$ cat config.mk
export PLATFORM = sky130hd
export DESIGN_NAME = float_max_pool
export DESIGN_NICKNAME = d
export VERILOG_FILES = /design/src/rtl/float_max_pool.sv
export SDC_FILE = /design/constraint.sdc
export NUM_CORES = 1
export LEC_CHECK = 0
export BUFFER_PORTS_ARGS = -buffer_cell sky130_fd_sc_hd__buf_2
export CAP_MARGIN = 20
export CORE_MARGIN = 4
export CORE_UTILIZATION = 47
export CTS_CLUSTER_SIZE = 12
export DETAILED_ROUTE_END_ITERATION = 10
export PLACE_DENSITY = 0.69
export SLEW_MARGIN = 20
export SYNTH_ARGS = -nofsm -noshare
export SYNTH_HDL_FRONTEND = slang
export SYNTH_SLANG_ARGS = --single-unit
$ cat constraint.sdc
create_clock -name clk -period 6.4 [get_ports clk]
set_input_delay 0.64 -clock clk [delete_from_list [all_inputs] [get_ports clk]]
set_output_delay 0.64 -clock clk [all_outputs]
set_load 0.01 [all_outputs]
$ cat src/rtl/float_max_pool.sv
// Streaming 1-D max-pool: reduces groups of WINDOW floats (or shorter groups closed
// by in_last) to their maximum, presented on a registered valid/ready port.
module float_max_pool #(
    parameter int EXP_WIDTH   = 8,
    parameter int FRAC_WIDTH  = 23,
    parameter int FLOAT_WIDTH = 1 + EXP_WIDTH + FRAC_WIDTH,
    parameter int WINDOW      = 4,
    parameter int CNT_WIDTH   = 8
) (
    input  logic                   clk,
    input  logic                   rst_n,
    input  logic                   in_valid,
    output logic                   in_ready,
    input  logic                   in_last,
    input  logic [FLOAT_WIDTH-1:0] in,
    output logic                   out_valid,
    input  logic                   out_ready,
    output logic [FLOAT_WIDTH-1:0] out,
    output logic [CNT_WIDTH-1:0]   out_count
);

    localparam logic [CNT_WIDTH-1:0] CNT_LAST = CNT_WIDTH'(WINDOW - 1);

    logic [FLOAT_WIDTH-1:0] acc;
    logic [FLOAT_WIDTH-1:0] comb_val;
    logic [CNT_WIDTH-1:0]   cnt;
    logic                   closing;
    logic                   in_fire;

    // Sign-magnitude ordering on raw bits; ties return a, NaN/Inf are not special.
    function automatic logic [FLOAT_WIDTH-1:0] fmax(input logic [FLOAT_WIDTH-1:0] a,
                                                    input logic [FLOAT_WIDTH-1:0] b);
        logic                   sa, sb;
        logic [FLOAT_WIDTH-2:0] ma, mb;
        sa = a[FLOAT_WIDTH-1];
        sb = b[FLOAT_WIDTH-1];
        ma = a[FLOAT_WIDTH-2:0];
        mb = b[FLOAT_WIDTH-2:0];
        if (sa != sb)
            fmax = sa ? b : a;
        else if (!sa)
            fmax = (mb > ma) ? b : a;
        else
            fmax = (mb < ma) ? b : a;
    endfunction

    assign closing  = (cnt == CNT_LAST) || in_last;
    // Only a closing sample needs the output register, so only it can stall.
    assign in_ready = !(out_valid && !out_ready && closing);
    assign in_fire  = in_valid && in_ready;
    assign comb_val = (cnt == '0) ? in : fmax(acc, in);

    always_ff @(posedge clk or negedge rst_n) begin
        if (!rst_n) begin
            acc       <= '0;
            cnt       <= '0;
            out       <= '0;
            out_count <= '0;
            out_valid <= 1'b0;
        end else if (in_fire && closing) begin
            // Overwrites a result leaving this same cycle: no bubble between groups.
            out       <= comb_val;
            out_count <= cnt;
            out_valid <= 1'b1;
            cnt       <= '0;
        end else begin
            if (in_fire) begin
                acc <= comb_val;
                cnt <= cnt + CNT_WIDTH'(1);
            end
            if (out_valid && out_ready)
                out_valid <= 1'b0;
        end
    end

endmodule

==> reports/summary.log <==
[setup_path] startpoint class of the critical path flop
[sta] measured slew at the worst slew-check pin 0.920 ns
[sta] Clock Skew 0.0163 ns
[sta] final setup vio count 0
[outcome] run status complete, no violations
[logic_synthesis] post-synthesis area per instance 9.90 um^2
[floorplanning] io pins 79
[power] power per cell area 411 mW/mm^2
[sta] final count of pins violating max slew 0
[setup_path] launch point of the worst reg-to-reg path acc[30]$_DFFE_PN0P_
[power] internal power of the cells 1.28 mW
[sta] Hold Violations, Final 0
[logic_synthesis] number of storage elements in the synthesis netlist 81
[clock_network] number of clock sinks 81
[logic_synthesis] Post-synth EDFFs 0
[setup_path] r2r worst-path depth 9
[setup_path] endpoint kind of the worst setup timing path flop
[cells_and_area] Final Net Count 602
[route] via density per instance 5.62
[logic_synthesis] ys async rst share 1.00
[power] Leak 2.45 nW
[clock_network] maximum number of buffers from clock root to sink 2
[clock_network] cts bufs inserted 9
[sta] Max-Slew Margin vs Limit 0.386
[setup_path] internal reg-to-reg setup slack 2.20 ns
[power] Power Total 2.14 mW
[power] switching power 0.856 mW
[placed_design] detailed-placement wirelength estimate 7260 um
[power] relative contribution of combinational cells to total power 0.448
[job] Max Cap Violations 0
[power] portion of total power attributed to the clock network 0.156
[cells_and_area] area growth from synthesis to layout 13.2%
[global_route] via count of the first global-routing pass 3794
[global_route] first-pass GRT wire length 18100 um
[clock_network] TritonCTS clock tree built
[floorplanning] Core Footprint 0.00937 mm^2
[global_route] antenna violations before repair 0
[cells_and_area] fraction of layout cells with a size suffix above 1 0.269
[power] switching portion of total power 0.401
[clock_network] Worst-path clk slew 0.08 ns
[route] Iter 0 DRT Violations 135
[sta] maximum clock frequency 238 MHz
[clock_network] clock latency on the worst-skew pair 0.36 ns
[setup_path] highest net fanout along the worst path 30
[route] Post-route DRC 0
[placed_design] I/O Buffers 78
[logic_synthesis] biggest area contributors in the synthesized netlist sky130_fd_sc_hd__dfrtp_1 44%, sky130_fd_sc_hd__ha_1 9.3%, sky130_fd_sc_hd__mux2_2 6.6%
[global_route] pin count of the biggest net entering global routing 82
[setup_path] worst path required time 6.64 ns
[logic_synthesis] synthesized netlist net count 535
[setup_path] destination of the worst register-to-register timing path acc[17]$_DFFE_PN0P_
[route] number of nets still failing antenna checks after routing 0
[logic_synthesis] area fraction of the dominant cell type after synthesis 0.441
[cells_and_area] finished layout cell area 0.00520 mm^2
[logic_synthesis] Yosys warning count 0
[logic_synthesis] most common cell in the netlist sky130_fd_sc_hd__dfrtp_1
[worst_hold_path] HP Class input pin to asynchronous set/reset pin
[floorplanning] y dimension of the die 107 um
[placed_design] final estimated routing congestion in global placement 0.823
[global_route] global-route total usage across every layer 0.195
[sta] share of the cycle needed by the critical path after routing 0.656
[setup_path] kind of critical path flop to flop
[route] first-pass iteration count of the detailed router 4
[power] power share of the sequential group 0.396
[logic_synthesis] most area-hungry cell type in the Yosys netlist sky130_fd_sc_hd__dfrtp_1
[logic_synthesis] Cell variety after synth 56
[setup_path] arrival time reported for the critical path endpoint 4.43 ns
[sta] clock period minus final worst setup slack 4.20 ns
[floorplanning] effective utilization at floorplan 0.490
[route] Routed WL 10500 um
[cells_and_area] ANT cells 0
[floorplanning] area enclosed by the die boundary 0.0114 mm^2
[sta] unrepaired setup endpoints after global routing false
[clock_network] CTS Hold Bufs 0
[floorplanning] # rows 35
[global_route] GRT Residual Overflow 0
[floorplanning] chip width 107 um
[clock_network] root buffer cell sky130_fd_sc_hd__clkbuf_8
[clock_network] total number of H-tree levels 3
[route] number of vias in the routed layout 3734
[logic_synthesis] ys flop type sky130_fd_sc_hd__dfrtp_1
[sta] Sum Neg Setup Slack 0 ns
[clock_network] total setup buffers inserted after CTS 0
[placed_design] placed cell area 0.00502 mm^2
[route] routed wire length per instance 15.8 um
[logic_synthesis] cells after synthesis 464
[logic_synthesis] sequential cell area fraction in the yosys report 0.441
[clock_network] cells resized by post-CTS repair 0
[logic_synthesis] area of the mapped netlist 0.00459 mm^2
[power] Max rail drop VDD 0.160 mV
[logic_synthesis] commonest cells in the netlist 81 x sky130_fd_sc_hd__dfrtp_1, 46 x sky130_fd_sc_hd__a21oi_1, 45 x sky130_fd_sc_hd__o21ai_0
[final cells by class]
cell class	instances	area, um^2
Sequential cell	81	2030
Clock inverter	7	45.0
Fill cell	878	4180
Inverter	33	124
Tap cell	129	161
Clock buffer	9	124
Timing Repair Buffer	80	412
Multi-Input combinational cell	326	2300
[cells in the final DEF, fill, tap and decap left out, types with 9 or more instances in the layout]
master and count:
sky130_fd_sc_hd__o21ai_0 45, sky130_fd_sc_hd__nand2_1 19, sky130_fd_sc_hd__clkbuf_8 9, sky130_fd_sc_hd__nor2_1 39, sky130_fd_sc_hd__mux2_2 27, sky130_fd_sc_hd__ha_1 34
sky130_fd_sc_hd__a31oi_1 32, sky130_fd_sc_hd__dfrtp_1 81, sky130_fd_sc_hd__a21oi_1 46, sky130_fd_sc_hd__mux2_4 10, sky130_fd_sc_hd__buf_2 77, sky130_fd_sc_hd__inv_1 33
[registers in the layout (all words and copies together) (netlist names)]
name       count
acc           32
out_count      8
out_valid      1
cnt            8
out           32
[metal layers]
metal / vias up / global-route usage / part of all wire
li1: 1820 / - / -
met1: 1820 / 0.261 / 0.46
met2: 82 / 0.324 / 0.48
met3: 12 / 0.0331 / 0.045
met4: 0 / 0.0612 / 0.015
met5: - / 0 / 0
[logic make-up (layout without fill, tap and decap cells)]
logic type                 after synthesis  in the layout  share of synthesized area
buffers and inverters                   57            129                     0.0575
AOI/OAI and AO/OA                      153            153                      0.197
muxes                                   38             38                      0.101
and+or+nand+nor                         99             99                      0.107
DFF                                     81             81                      0.441
adders and majority gates               34             34                     0.0926
xor gates and xnor gates                 2              2                    0.00382
[worst max-delay path by stage]
stage	start	endpoint	slack, ns	cells after the start
global placement	in[30]	acc[16]$_DFFE_PN0P_	2.02	9
CTS	acc[30]$_DFFE_PN0P_	acc[27]$_DFFE_PN0P_	2.20	9
detailed placement	in[20]	acc[28]$_DFFE_PN0P_	1.90	9
floorplan	in[30]	acc[20]$_DFFE_PN0P_	3.34	11
global route	acc[30]$_DFFE_PN0P_	acc[18]$_DFFE_PN0P_	1.94	9
finish	acc[30]$_DFFE_PN0P_	acc[17]$_DFFE_PN0P_	2.20	9
[stage by stage]
stage	cells	hold WS, ns	util	worst slack [ns]
after CTS	665	0.489	0.554	2.20
after floorplan	464	0.344	-	3.34
after global placement	649	0.483	0.536	2.02
final	665	0.305	0.554	2.20
after global routing	665	0.376	0.554	1.94
after detailed placement	649	0.490	0.536	1.90
[worst max-delay path, stage by stage (launching register included)]
cell,delay (ns)
sky130_fd_sc_hd__dfrtp_1,0.38
sky130_fd_sc_hd__inv_1,0.10
sky130_fd_sc_hd__ha_1,0.33
sky130_fd_sc_hd__nand4_1,0.18
sky130_fd_sc_hd__or4_1,0.71
sky130_fd_sc_hd__nor3b_2,0.31
sky130_fd_sc_hd__a21o_1,0.14
sky130_fd_sc_hd__nand3_2,0.56
sky130_fd_sc_hd__nand3_2,0.93
sky130_fd_sc_hd__mux2_2,0.42
[power by group through the flow]
stage	Combinational [mW]	Clock, mW	Sequential, mW
2_1_floorplan	0.655	0	0.877
3_3_place_gp	0.931	0	0.846
3_5_place_dp	0.961	0	0.856
4_1_cts	0.969	0.343	0.846
5_1_grt	1.08	0.370	0.877
6_report	0.957	0.334	0.845
No activity file was read; power rests on OpenSTA's default activity.
